`src/rtl/vga_sync_gen.sv`:
```
// vga_sync_gen: pixel-clock divider plus horizontal/vertical counters for the
// VGA pipeline. Produces registered HSync/VSync/video_on that line up with
// HCount/VCount in the same cycle, and a one-clock frame_start pulse when the
// counters roll over to (0,0).
module vga_sync_gen #(
  parameter int CLK_DIV   = 2,
  parameter int H_VISIBLE = 640,
  parameter int H_FRONT   = 16,
  parameter int H_SYNC    = 96,
  parameter int H_BACK    = 48,
  parameter int V_VISIBLE = 480,
  parameter int V_FRONT   = 10,
  parameter int V_SYNC    = 2,
  parameter int V_BACK    = 33,
  parameter bit SYNC_POL  = 1'b0
) (
  input  logic       clk,
  input  logic       reset,
  output logic [9:0] HCount,
  output logic [9:0] VCount,
  output logic       HSync,
  output logic       VSync,
  output logic       video_on,
  output logic       p_tick,
  output logic       frame_start
);

  localparam int H_TOTAL = H_VISIBLE + H_FRONT + H_SYNC + H_BACK;
  localparam int V_TOTAL = V_VISIBLE + V_FRONT + V_SYNC + V_BACK;

  // A divider of 1 still needs a one-bit register so the decode stays uniform.
  localparam int DIV_W = (CLK_DIV > 1) ? $clog2(CLK_DIV) : 1;
  localparam logic [DIV_W-1:0] DIV_LAST = DIV_W'(CLK_DIV - 1);

  localparam logic [9:0] H_LAST   = 10'(H_TOTAL - 1);
  localparam logic [9:0] V_LAST   = 10'(V_TOTAL - 1);
  localparam logic [9:0] H_VIS    = 10'(H_VISIBLE);
  localparam logic [9:0] V_VIS    = 10'(V_VISIBLE);
  localparam logic [9:0] HS_FIRST = 10'(H_VISIBLE + H_FRONT);
  localparam logic [9:0] HS_LAST  = 10'(H_VISIBLE + H_FRONT + H_SYNC - 1);
  localparam logic [9:0] VS_FIRST = 10'(V_VISIBLE + V_FRONT);
  localparam logic [9:0] VS_LAST  = 10'(V_VISIBLE + V_FRONT + V_SYNC - 1);

  logic [DIV_W-1:0] div;
  logic             h_last;
  logic             v_last;
  logic [9:0]       h_next;
  logic [9:0]       v_next;
  logic             hs_active;
  logic             vs_active;
  logic             visible_next;

  // Pixel tick is decoded straight from the divider register.
  assign p_tick = (div == DIV_LAST);

  // Divider: count 0..CLK_DIV-1 and wrap on the tick.
  // NOTE: reset is sampled on the clock edge (synchronous), so it is simply the
  // highest-priority branch inside the clocked block, not in the sensitivity list.
  always_ff @(posedge clk) begin
    if (reset) begin
      div <= '0;
    end else if (p_tick) begin
      div <= '0;
    end else begin
      div <= div + DIV_W'(1);
    end
  end

  // Next-state counters; wrap is detected by equality so no overflow is relied on.
  always_comb begin
    h_last = (HCount == H_LAST);
    v_last = (VCount == V_LAST);
    h_next = HCount;
    v_next = VCount;
    if (p_tick) begin
      h_next = h_last ? 10'd0 : HCount + 10'd1;
      if (h_last) begin
        v_next = v_last ? 10'd0 : VCount + 10'd1;
      end
    end
  end

  // Sync and visibility windows evaluated on the next-state counts.
  always_comb begin
    hs_active    = (h_next >= HS_FIRST) && (h_next <= HS_LAST);
    vs_active    = (v_next >= VS_FIRST) && (v_next <= VS_LAST);
    visible_next = (h_next < H_VIS) && (v_next < V_VIS);
  end

  // Counters and timing outputs register together so they never skew.
  // NOTE: non-blocking assignments here so every register samples the
  // pre-edge values; blocking would let later lines see already-updated state.
  always_ff @(posedge clk) begin
    if (reset) begin
      HCount      <= '0;
      VCount      <= '0;
      HSync       <= ~SYNC_POL;
      VSync       <= ~SYNC_POL;
      video_on    <= 1'b0;
      frame_start <= 1'b0;
    end else begin
      HCount      <= h_next;
      VCount      <= v_next;
      frame_start <= p_tick && h_last && v_last;
      // Decoded outputs only move with the pixel tick, so they keep their
      // reset values until the first tick edge.
      if (p_tick) begin
        HSync    <= hs_active ? SYNC_POL : ~SYNC_POL;
        VSync    <= vs_active ? SYNC_POL : ~SYNC_POL;
        video_on <= visible_next;
      end
    end
  end

endmodule

```
`config.mk`:
```
export PLATFORM = sky130hd
export DESIGN_NAME = vga_sync_gen
export DESIGN_NICKNAME = d
export VERILOG_FILES = /design/src/rtl/vga_sync_gen.sv
export SDC_FILE = /design/constraint.sdc
export NUM_CORES = 1
export LEC_CHECK = 0
export CORE_MARGIN = 2
export CORE_UTILIZATION = 51
export CTS_CLUSTER_SIZE = 16
export DETAILED_ROUTE_END_ITERATION = 8
export GPL_TIMING_DRIVEN = 0
export PLACE_DENSITY = 0.79
export SYNTH_ARGS = -nofsm -noshare
export SYNTH_HDL_FRONTEND = slang
export SYNTH_SLANG_ARGS = --single-unit
```
`constraint.sdc`:
```
create_clock -name clk -period 2.51 [get_ports clk]
set_input_delay 0.502 -clock clk [delete_from_list [all_inputs] [get_ports clk]]
set_output_delay 0.502 -clock clk [all_outputs]
set_load 0.03 [all_outputs]
```
Word-level counts from Yosys, hierarchy flattened
Index checks and enable logic that the tools add are counted.
{"block": "totals", "ff_bits": 25, "latchBits": 0, "mem_bits_rw": 0, "mem_bits_ro": 0, "in_bits": 2, "output_inout_bits": 25, "elab_cells": 31, "n_memories": 0}
{"block": "classes", "add_sub_neg": 3, "mul": 0, "div": 0, "n_lt_le_gt_ge": 6, "eq_ne": 2, "n_shift": 0, "mux": 7, "bitwise": 0, "reduce_logical": 6}
{"op": "2-to-1 mux 10 bit", "count": 5}
{"op": "adder 10 x 1 -> 10 bit (second input constant)", "count": 2}
{"op": "equality test 10 bit (second input constant)", "count": 2}
{"op": ">= comparator 10 bit (second input constant)", "count": 1}
{"op": ">= comparator 10 x 9 -> 1 bit (second input constant)", "count": 1}
{"op": "<= comparator 10 bit (second input constant)", "count": 1}
{"op": "<= comparator 10 x 9 -> 1 bit (second input constant)", "count": 1}
{"op": "less-than comparator 10 bit (second input constant)", "count": 1}
{"op": "less-than comparator 10 x 9 -> 1 bit (second input constant)", "count": 1}
{"op": "logical AND 1 bit", "count": 5}
{"op": "2-to-1 mux 1 bit", "count": 2}
{"op": "OR reduction 2 bit", "count": 1}
{"op": "adder 1 bit (second input constant)", "count": 1}

Logic depth before layout (Yosys ltp)
Gate-level depths: netlist of run 1.
{"block": "logic_depth", "word_depth": 7, "mapped_depth": 8, "depth_no_buf": 7}

Worst setup path after synthesis of run 1
No wires, ideal clock.
{"block": "synth_path", "path_kind": "flip-flop to flip-flop", "from": "register HCount[4]", "to": "register video_on", "setup_time_ns": 0.117, "arrival_ns": 2.198, "t_required_ns": 2.393, "path_slack_ns": 0.194, "path_stages_with_launch": 7, "path_buffers": 0, "synth_period_minus_slack_ns": 2.316, "path_cell_list": "dfxtp_1 -> and4_4 -> nand4_2 -> or3_1 -> o31a_1 -> or3_1 -> a32o_1"}
{"block": "synth_between", "elab_chain_len": 5, "word_cells_on_any_way": 9, "classes_between": "add/sub: 1; order compare: 2; eq/ne: 1; mux: 4; reduce/logical: 1"}
{"element": "from (decl)", "line": "19", "source": "output logic [9:0] HCount,"}
{"element": "from (signal assigned)", "line": "102", "source": "HCount <= h_next;"}
{"element": "adder 10 x 1 -> 10 bit or equality test 10 bit (tied branches)", "line": "76, 71"}
{"element": "2-to-1 mux 10 bit, on equally long branches", "line": "76, 77"}
{"element": "2-to-1 mux 10 bit", "line": "75", "source": "if (p_tick) begin"}
{"element": "less-than comparator 10 bit or less-than comparator 10 x 9 -> 1 bit (tied branches)", "line": "87", "source": "visible_next = (h_next < H_VIS) && (v_next < V_VIS);"}
{"element": "logical AND 1 bit (*)", "line": "87"}
{"element": "to (signal assigned)", "line": "110", "source": "video_on <= visible_next;"}
{"element": "to (decl)", "line": "23", "source": "output logic video_on,"}
Every way passes the cells marked *; elsewhere a longest branch is shown, timed or not.
A chain may end at the register's enable or synchronous reset.

Final worst setup path of run 1
{"block": "layout_path", "from": "register HCount[9]", "to": "register video_on"}
The elaborated chain is that of the path after synthesis.

==> results of run 1 <==
worst register-to-register path, cell delays in order (launching register included):
cell and delay, ns:
sky130_fd_sc_hd__dfxtp_1 0.46, sky130_fd_sc_hd__nor3b_2 0.33, sky130_fd_sc_hd__nand4_2 0.16, sky130_fd_sc_hd__or3_1 0.44, sky130_fd_sc_hd__o31a_1 0.30, sky130_fd_sc_hd__or3_1 0.31
sky130_fd_sc_hd__a32o_1 0.22
per-stage QoR:
step	instance area, µm²	instances
floorplan	1419	169
global placement	1718	226
detailed placement	1718	226
CTS	1748	230
global route	1763	231
finish	1763	231
metal layers:
layer  track usage, %  up-vias  wire length [µm]
li1                 -      665                 -
met1            32.34      635              1528
met2            33.89       51              1560
met3            3.226        4               207
met4            7.309        0                30
met5                0        -                 0
synth_stat cells, drive strengths merged, types with 3 or more instances:
| master | number | share of area, % |
|---|---|---|
| buf | 6 | 2.9 |
| dfxtp | 25 | 35 |
| a31oi | 4 | 1.8 |
| nand2 | 17 | 4.5 |
| mux2i | 3 | 2.1 |
| ha | 3 | 2.6 |
| nor2 | 22 | 5.8 |
| nor3 | 12 | 4.6 |
| xnor2 | 10 | 6.2 |
| inv | 3 | 0.79 |
| clkbuf | 4 | 1.1 |
| a21oi | 6 | 2.1 |
| xor2 | 7 | 4.3 |
| nor2b | 3 | 1.3 |
| o21ai | 3 | 1.1 |
| and2 | 3 | 1.4 |
| or3 | 4 | 1.8 |
| nand4 | 8 | 4.0 |
what timing repair did:
| action | in CTS | in global routing |
|---|---|---|
| buffers inserted | 0 | 1 |
| resized for setup | 0 | 2 |
| setup endpoints to repair | 0 | 1 |
| hold buffers | 0 | 0 |
| endpoints found under the hold margin | 0 | 0 |
kinds of logic after synthesis:
kind of cell | Yosys count | share of synthesized area (%)
simple gates | 80 | 30.51
compound gates | 26 | 12.61
flops | 25 | 35.27
xor+xnor | 17 | 10.49
buf+inv | 13 | 4.761
mux | 5 | 3.704
fa+ha+maj | 3 | 2.646
power breakdown:
group / leakage, nW / switching (W) / internal [W]
clock network: 0.0139 / 0.000131 / 0.0000609
registers: 0.202 / 0.00000508 / 0.000403
logic: 0.390 / 0.0000293 / 0.0000187
total: 0.606 / 0.000166 / 0.000482
final cells by class:
cell class              instances  area, µm²
fillers                       245      947.2
multi-input cells             131      858.3
flip-flops and latches         25      500.5
repair buffers                 27      267.8
plain buffers                  10      56.30
well taps                      31      38.79
clock buffers                   3      22.52
inverters                       3      11.26
clock inverters                 1      7.507
registers in the layout (all words and copies together) (netlist names):
register,flops
p_tick,1
VCount,10
frame_start,1
VSync,1
video_on,1
HCount,10
HSync,1
cell usage in the layout (no fill, tap or decap), types with 2 or more instances in the layout:
master                            netlist  layout
sky130_fd_sc_hd__a211oi_1               2       2
sky130_fd_sc_hd__a21oi_1                6       6
sky130_fd_sc_hd__a31oi_1                4       4
sky130_fd_sc_hd__and2_1                 2       2
sky130_fd_sc_hd__buf_2                  3       3
sky130_fd_sc_hd__buf_6                  2       2
sky130_fd_sc_hd__clkbuf_1               4       4
sky130_fd_sc_hd__clkbuf_4               0       3
sky130_fd_sc_hd__clkdlybuf4s50_1        0      26
sky130_fd_sc_hd__dfxtp_1               25      25
sky130_fd_sc_hd__ha_1                   3       3
sky130_fd_sc_hd__inv_1                  3       3
sky130_fd_sc_hd__mux2_2                 2       2
sky130_fd_sc_hd__mux2i_1                3       3
sky130_fd_sc_hd__nand2_1               17      17
sky130_fd_sc_hd__nand3_1                2       2
sky130_fd_sc_hd__nand4_1                7       7
sky130_fd_sc_hd__nor2_1                22      22
sky130_fd_sc_hd__nor2b_1                3       3
sky130_fd_sc_hd__nor3_1                11      11
sky130_fd_sc_hd__o21ai_0                3       3
sky130_fd_sc_hd__o311a_1                2       2
sky130_fd_sc_hd__or3_1                  4       4
sky130_fd_sc_hd__xnor2_1               10      10
sky130_fd_sc_hd__xor2_1                 7       7
final timing paths:
| check | cells past startpoint | from | slack, ns | end |
|---|---|---|---|---|
| min reg2reg | 1 | video_on | 0.52 | video_on |
| min | 1 | video_on | 0.52 | video_on |
| max | 6 | HCount[9] | 0.21 | video_on |
| max reg2reg | 6 | HCount[9] | 0.21 | video_on |
==> impl_summary.txt, run 1 <==
----------------------------------------------------
[Critical path]
  Critical-path maximum fanout ... 7
  Worst path slowest cell ... sky130_fd_sc_hd__dfxtp_1
  Element type at the critical path end ... flip-flop
  Arrival time worst endpoint ... 2.54 ns
  WP data required ... 2.75 ns
  Count of buffering cells on the critical path with inverters included ... 0
  Start-to-end type of the worst setup path ... reg2reg
  Cells traversed along the worst timing path ... nor3b_2 > nand4_2 > or3_1 > o31a_1 > or3_1 > a32o_1
  Nature of the critical path startpoint ... flip-flop
  Worst path most repeated cell ... sky130_fd_sc_hd__or3_1
  Critical path's largest stage delay ... 0.46 ns
  Family with the most delay on the worst path ... simple AND/OR/NAND/NOR gates

[Detailed routing]
  Pre-antenna DRT Iters ... 5
  Drt initial violations ... 68
  Routed length per placed instance ... 14.40 µm
  Detail Route Antenna Nets ... 0
  Final wirelength ... 3327 µm
  Vias post-DR ... 1355
  Number of remaining DRC errors ... 0
  Routed via count divided by cell count ... 5.866

[Synthesis]
  Register area share after synthesis ... 35.27%
  Number of enable flip-flop cells after synthesis ... 0
  Async SR Flop Fraction ... 0%
  Post-Synthesis Cells ... 169
  Combined area of all synthesized cells ... 1419 µm²
  Flip-flop cell with the highest count after synthesis ... sky130_fd_sc_hd__dfxtp_1
  Synth Area per Inst ... 8.396 µm²
  Count of unique library cells instantiated by Yosys ... 45
  Yosys reg bits ... 25
  Syn nets ... 174
  Total number of yosys warnings ... 0

[Power]
  Total power divided by cell area ... 367.6 nW/µm²
  Peak VDD IR ... 0.3285 mV
  Static leakage power ... 0.6063 nW
  Overall power of the completed layout ... 0.0006480 W

[Floorplan]
  Core Footprint ... 2710 µm²
  Overall die width ... 56.75 µm
  Height of the chip ... 56.75 µm
  Placement Rows ... 19
  Number of placed I/O pins ... 27
  Starting Density ... 52.35%
  Overall die area ... 3220 µm²

[Clocking]
  Root Driver ... sky130_fd_sc_hd__clkbuf_4
  Clk sink count ... 25
  Source-to-sink clock delay at the later pin of the worst-skew pair ... 0.33 ns
  CTS tree ... built
  H-tree depth ... 1
  Clock transition at path regs ... 0.15 ns
  CTS Buffer Depth ... 2
  Num CTS Buffers ... 3

[STA]
  Highest clock rate ... 434.7 MHz
  Worst Tran Pin Value ... 0.4846 ns
  Final setup TNS ... 0 ns
  RSZ-0062 raised after global routing ... false
  Max-slew headroom at the worst pin ... 67.69%
  Final setup margin ... 0.2098 ns
  Final worst path period share ... 91.64%
  Slew Viols, Final ... 0
  Shortest clock period the worst path allows after layout ... 2.300 ns
  Final setup fails ... 0
  Hold Violations, Final ... 0
  Worst clock skew ... 0.009048 ns
  Hold Worst Slack ... 0.5212 ns

[Placed design]
  Buffers added on ports ... 26
  Final weighted congestion in routability-driven placement ... 0.8544
  Minimum setup slack after placement ... 0.1919 ns
  Half-perimeter wire length after detailed placement ... 2436 µm

[Flow run]
  Number of violations of the max-capacitance limit ... 0

[GRT]
  Grt ovf ... 0
  Initial antenna violation count ... 0
  Via count of the first global-routing pass ... 1278
  Pin count of the biggest net entering global routing ... 16
  First-pass GRT wire length ... 5789 µm
  All-layer global routing usage ... 22.29%

[Layout]
  Final core area utilization ... 65.05%
  Final-stage net count ... 206
  Post-synthesis to final-layout area growth ... 24.25%
  ANT cells ... 0
  Ratio of cells with drive above 1 in the final layout ... 9.000%

[Min path]
  Class of the most critical hold timing path ... reg2reg

[Run status]
  Outcome ... finished clean

----------------------------------------------------
Note: power is estimated with default switching activity, not from simulation.
==> run 2, diff against run 1 <==
GPL_TIMING_DRIVEN = unset   (was 0)
==> impl_summary.txt, run 2 (synthesized netlist as in run 1, its figures left out) <==
----------------------------------------------------
[Run status]
  Outcome ... finished clean (unchanged)

[Layout]
  Leading cell type in the layout, fill and taps excluded ... sky130_fd_sc_hd__clkdlybuf4s50_1 (unchanged)
  Final-stage net count ... 201 (was 206)
  Registers with the most flip-flops ... HCount: 10 flops, VCount: 10 flops (unchanged)
  Ratio of cells with drive above 1 in the final layout ... 8.718% (was 9.000%)
  Number of fill cells in the layout ... 250 (was 245)
  Post-synthesis to final-layout area growth ... 22.13% (was 24.25%)
  Count of non-filler cells in the finished layout ... 226 (was 231)
  Commonest cells after routing, fill and taps aside ... sky130_fd_sc_hd__clkdlybuf4s50_1, sky130_fd_sc_hd__dfxtp_1, sky130_fd_sc_hd__nor2_1 (unchanged)
  Post-route cell area ... 1733 µm² (was 1763 µm²)
  ANT cells ... 0 (unchanged)

[Power]
  Switching share of power ... 25.06% (was 25.57%)
  Total power divided by cell area ... 373.4 nW/µm² (was 367.6 nW/µm²)
  Relative contribution of sequential cells to total power ... 63.1% (was 62.9%)
  P_sw ... 0.0001621 W (was 0.0001657 W)
  Peak VDD IR ... 0.3254 mV (was 0.3285 mV)
  Logic gate share of total power ... 7.7% (was 7.4%)
  Overall power of the completed layout ... 0.0006471 W (was 0.0006480 W)
  Cell internal power dissipation ... 0.0004849 W (was 0.0004823 W)
  Share of power burned in the clock network ... 29.3% (was 29.7%)
  Static leakage power ... 0.5819 nW (was 0.6063 nW)

[GRT]
  Via count of the first global-routing pass ... 1240 (was 1278)
  First-pass GRT wire length ... 5802 µm (was 5789 µm)
  Pin count of the biggest net entering global routing ... 20 (was 16)
  Initial antenna violation count ... 0 (unchanged)
  Grt ovf ... 0 (unchanged)
  All-layer global routing usage ... 23.04% (was 22.29%)

[Clocking]
  H-tree depth ... 1 (unchanged)
  Source-to-sink clock delay at the later pin of the worst-skew pair ... 0.33 ns (about the same)
  Num CTS Buffers ... 3 (unchanged)
  CTS tree ... built (unchanged)
  Clock transition at path regs ... 0.14 ns (was 0.15 ns)
  Clk sink count ... 25 (unchanged)
  CTS Buffer Depth ... 2 (unchanged)
  Post-CTS Setup Inserts ... 0 (unchanged)
  # hold bufs at CTS ... 0 (unchanged)
  Root Driver ... sky130_fd_sc_hd__clkbuf_4 (unchanged)
  CTS-repair resized insts ... 0 (unchanged)

[Critical path]
  Critical-path maximum fanout ... 10 (was 7)
  Start-to-end type of the worst setup path ... reg2reg (unchanged)
  Element type at the critical path end ... flip-flop (unchanged)
  RR Endpoint ... video_on (unchanged)
  R2r setup slk ... 0.25 ns (was 0.21 ns)
  FF-to-FF path depth ... 6 (unchanged)
  WP data required ... 2.75 ns (about the same)
  Arrival time worst endpoint ... 2.50 ns (was 2.54 ns)
  Worst reg2reg startpoint ... HCount[5] (was HCount[9])
  Nature of the critical path startpoint ... flip-flop (unchanged)

[Min path]
  Depth of the worst hold-timing path ... 1 (unchanged)
  Terminating pin of the worst hold path ... video_on (unchanged)
  Class of the most critical hold timing path ... reg2reg (unchanged)
  HP Start ... video_on (unchanged)

[Floorplan]
  Overall die area ... 3220 µm² (unchanged)
  Placement Rows ... 19 (unchanged)
  Number of placed I/O pins ... 27 (unchanged)
  Starting Density ... 52.35% (unchanged)
  Overall die width ... 56.75 µm (unchanged)
  Core Footprint ... 2710 µm² (unchanged)
  Height of the chip ... 56.75 µm (unchanged)

[Placed design]
  Minimum setup slack after placement ... 0.2793 ns (was 0.1919 ns)
  Final weighted congestion in routability-driven placement ... 0.9344 (was 0.8544)
  Half-perimeter wire length after detailed placement ... 2552 µm (was 2436 µm)
  Cell Area, Placed ... 1707 µm² (was 1718 µm²)
  Buffers added on ports ... 26 (unchanged)
  Inst Count DP ... 222 (was 226)

[STA]
  Max-slew headroom at the worst pin ... 67.99% (was 67.69%)
  Slew Viols, Final ... 0 (unchanged)
  Worst Tran Pin Value ... 0.4802 ns (was 0.4846 ns)
  Worst clock skew ... 0.002184 ns (was 0.009048 ns)
  Final setup TNS ... 0 ns (unchanged)
  Highest clock rate ... 442.6 MHz (was 434.7 MHz)
  Final worst path period share ... 90.02% (was 91.64%)
  Final setup fails ... 0 (unchanged)
  RSZ-0062 raised after global routing ... false (unchanged)
  Shortest clock period the worst path allows after layout ... 2.260 ns (was 2.300 ns)
  Final setup margin ... 0.2504 ns (was 0.2098 ns)
  Hold Violations, Final ... 0 (unchanged)

[Detailed routing]
  Routed via count divided by cell count ... 5.867 (was 5.866)
  Detail Route Antenna Nets ... 0 (unchanged)
  Pre-antenna DRT Iters ... 4 (was 5)
  Number of remaining DRC errors ... 0 (unchanged)
  Drt initial violations ... 45 (was 68)
  Final wirelength ... 3390 µm (was 3327 µm)
  Routed length per placed instance ... 15.00 µm (was 14.40 µm)
  Vias post-DR ... 1326 (was 1355)

[Flow run]
  Number of violations of the max-capacitance limit ... 0 (unchanged)

----------------------------------------------------
-- run 2: cell type report --
class / count / area, µm² / area share [%]
clock buffer: 4 / 26.28 / 1.516
sequential: 25 / 500.5 / 28.88
tap: 31 / 38.79 / 2.238
inverter: 3 / 11.26 / 0.6498
timing repair buffer: 32 / 305.3 / 17.62
multi-input combinational: 131 / 850.8 / 49.10
-- run 2: per-stage QoR --
stage	hold WS [ns]	utilization, %
2_1_floorplan	0.6673	-
3_3_place_gp	0.4750	62.97
4_1_cts	0.5367	63.94
6_report	0.5353	63.94
3_5_place_dp	0.4994	62.97
5_1_grt	0.5565	63.94
-- run 2: power by group through the flow --
stage	Sequential, W	Clock [W]	Combinational [W]
finish	0.000408	0.000189	0.0000497
global route	0.000409	0.000209	0.0000530
CTS	0.000408	0.000191	0.0000501
detailed placement	0.000417	0	0.0000497
global placement	0.000416	0	0.0000481
floorplan	0.000427	0	0.0000184
-- run 2: worst max path at each step --
stage	from	end
floorplan	HCount[4]	video_on
global placement	HCount[5]	video_on
detailed placement	HCount[5]	video_on
global route	HCount[9]	video_on
finish	HCount[5]	video_on
CTS	HCount[5]	video_on
-- run 2: routing by layer --
layer	vias to the layer above	share of wire (%)	global-route usage [%]
met4	0	2.6	10.96
met5	-	0	0
li1	653	-	-
met3	9	5.8	3.917
met1	616	45	31.44
met2	48	46	35.22
-- run 2: critical path, cell delays in order, from the launching register on --
cell                      delay, ns
sky130_fd_sc_hd__dfxtp_1       0.44
sky130_fd_sc_hd__nor3b_2       0.32
sky130_fd_sc_hd__nand4_2       0.14
sky130_fd_sc_hd__or3_1         0.44
sky130_fd_sc_hd__o31a_1        0.30
sky130_fd_sc_hd__or3_1         0.31
sky130_fd_sc_hd__a32o_1        0.22
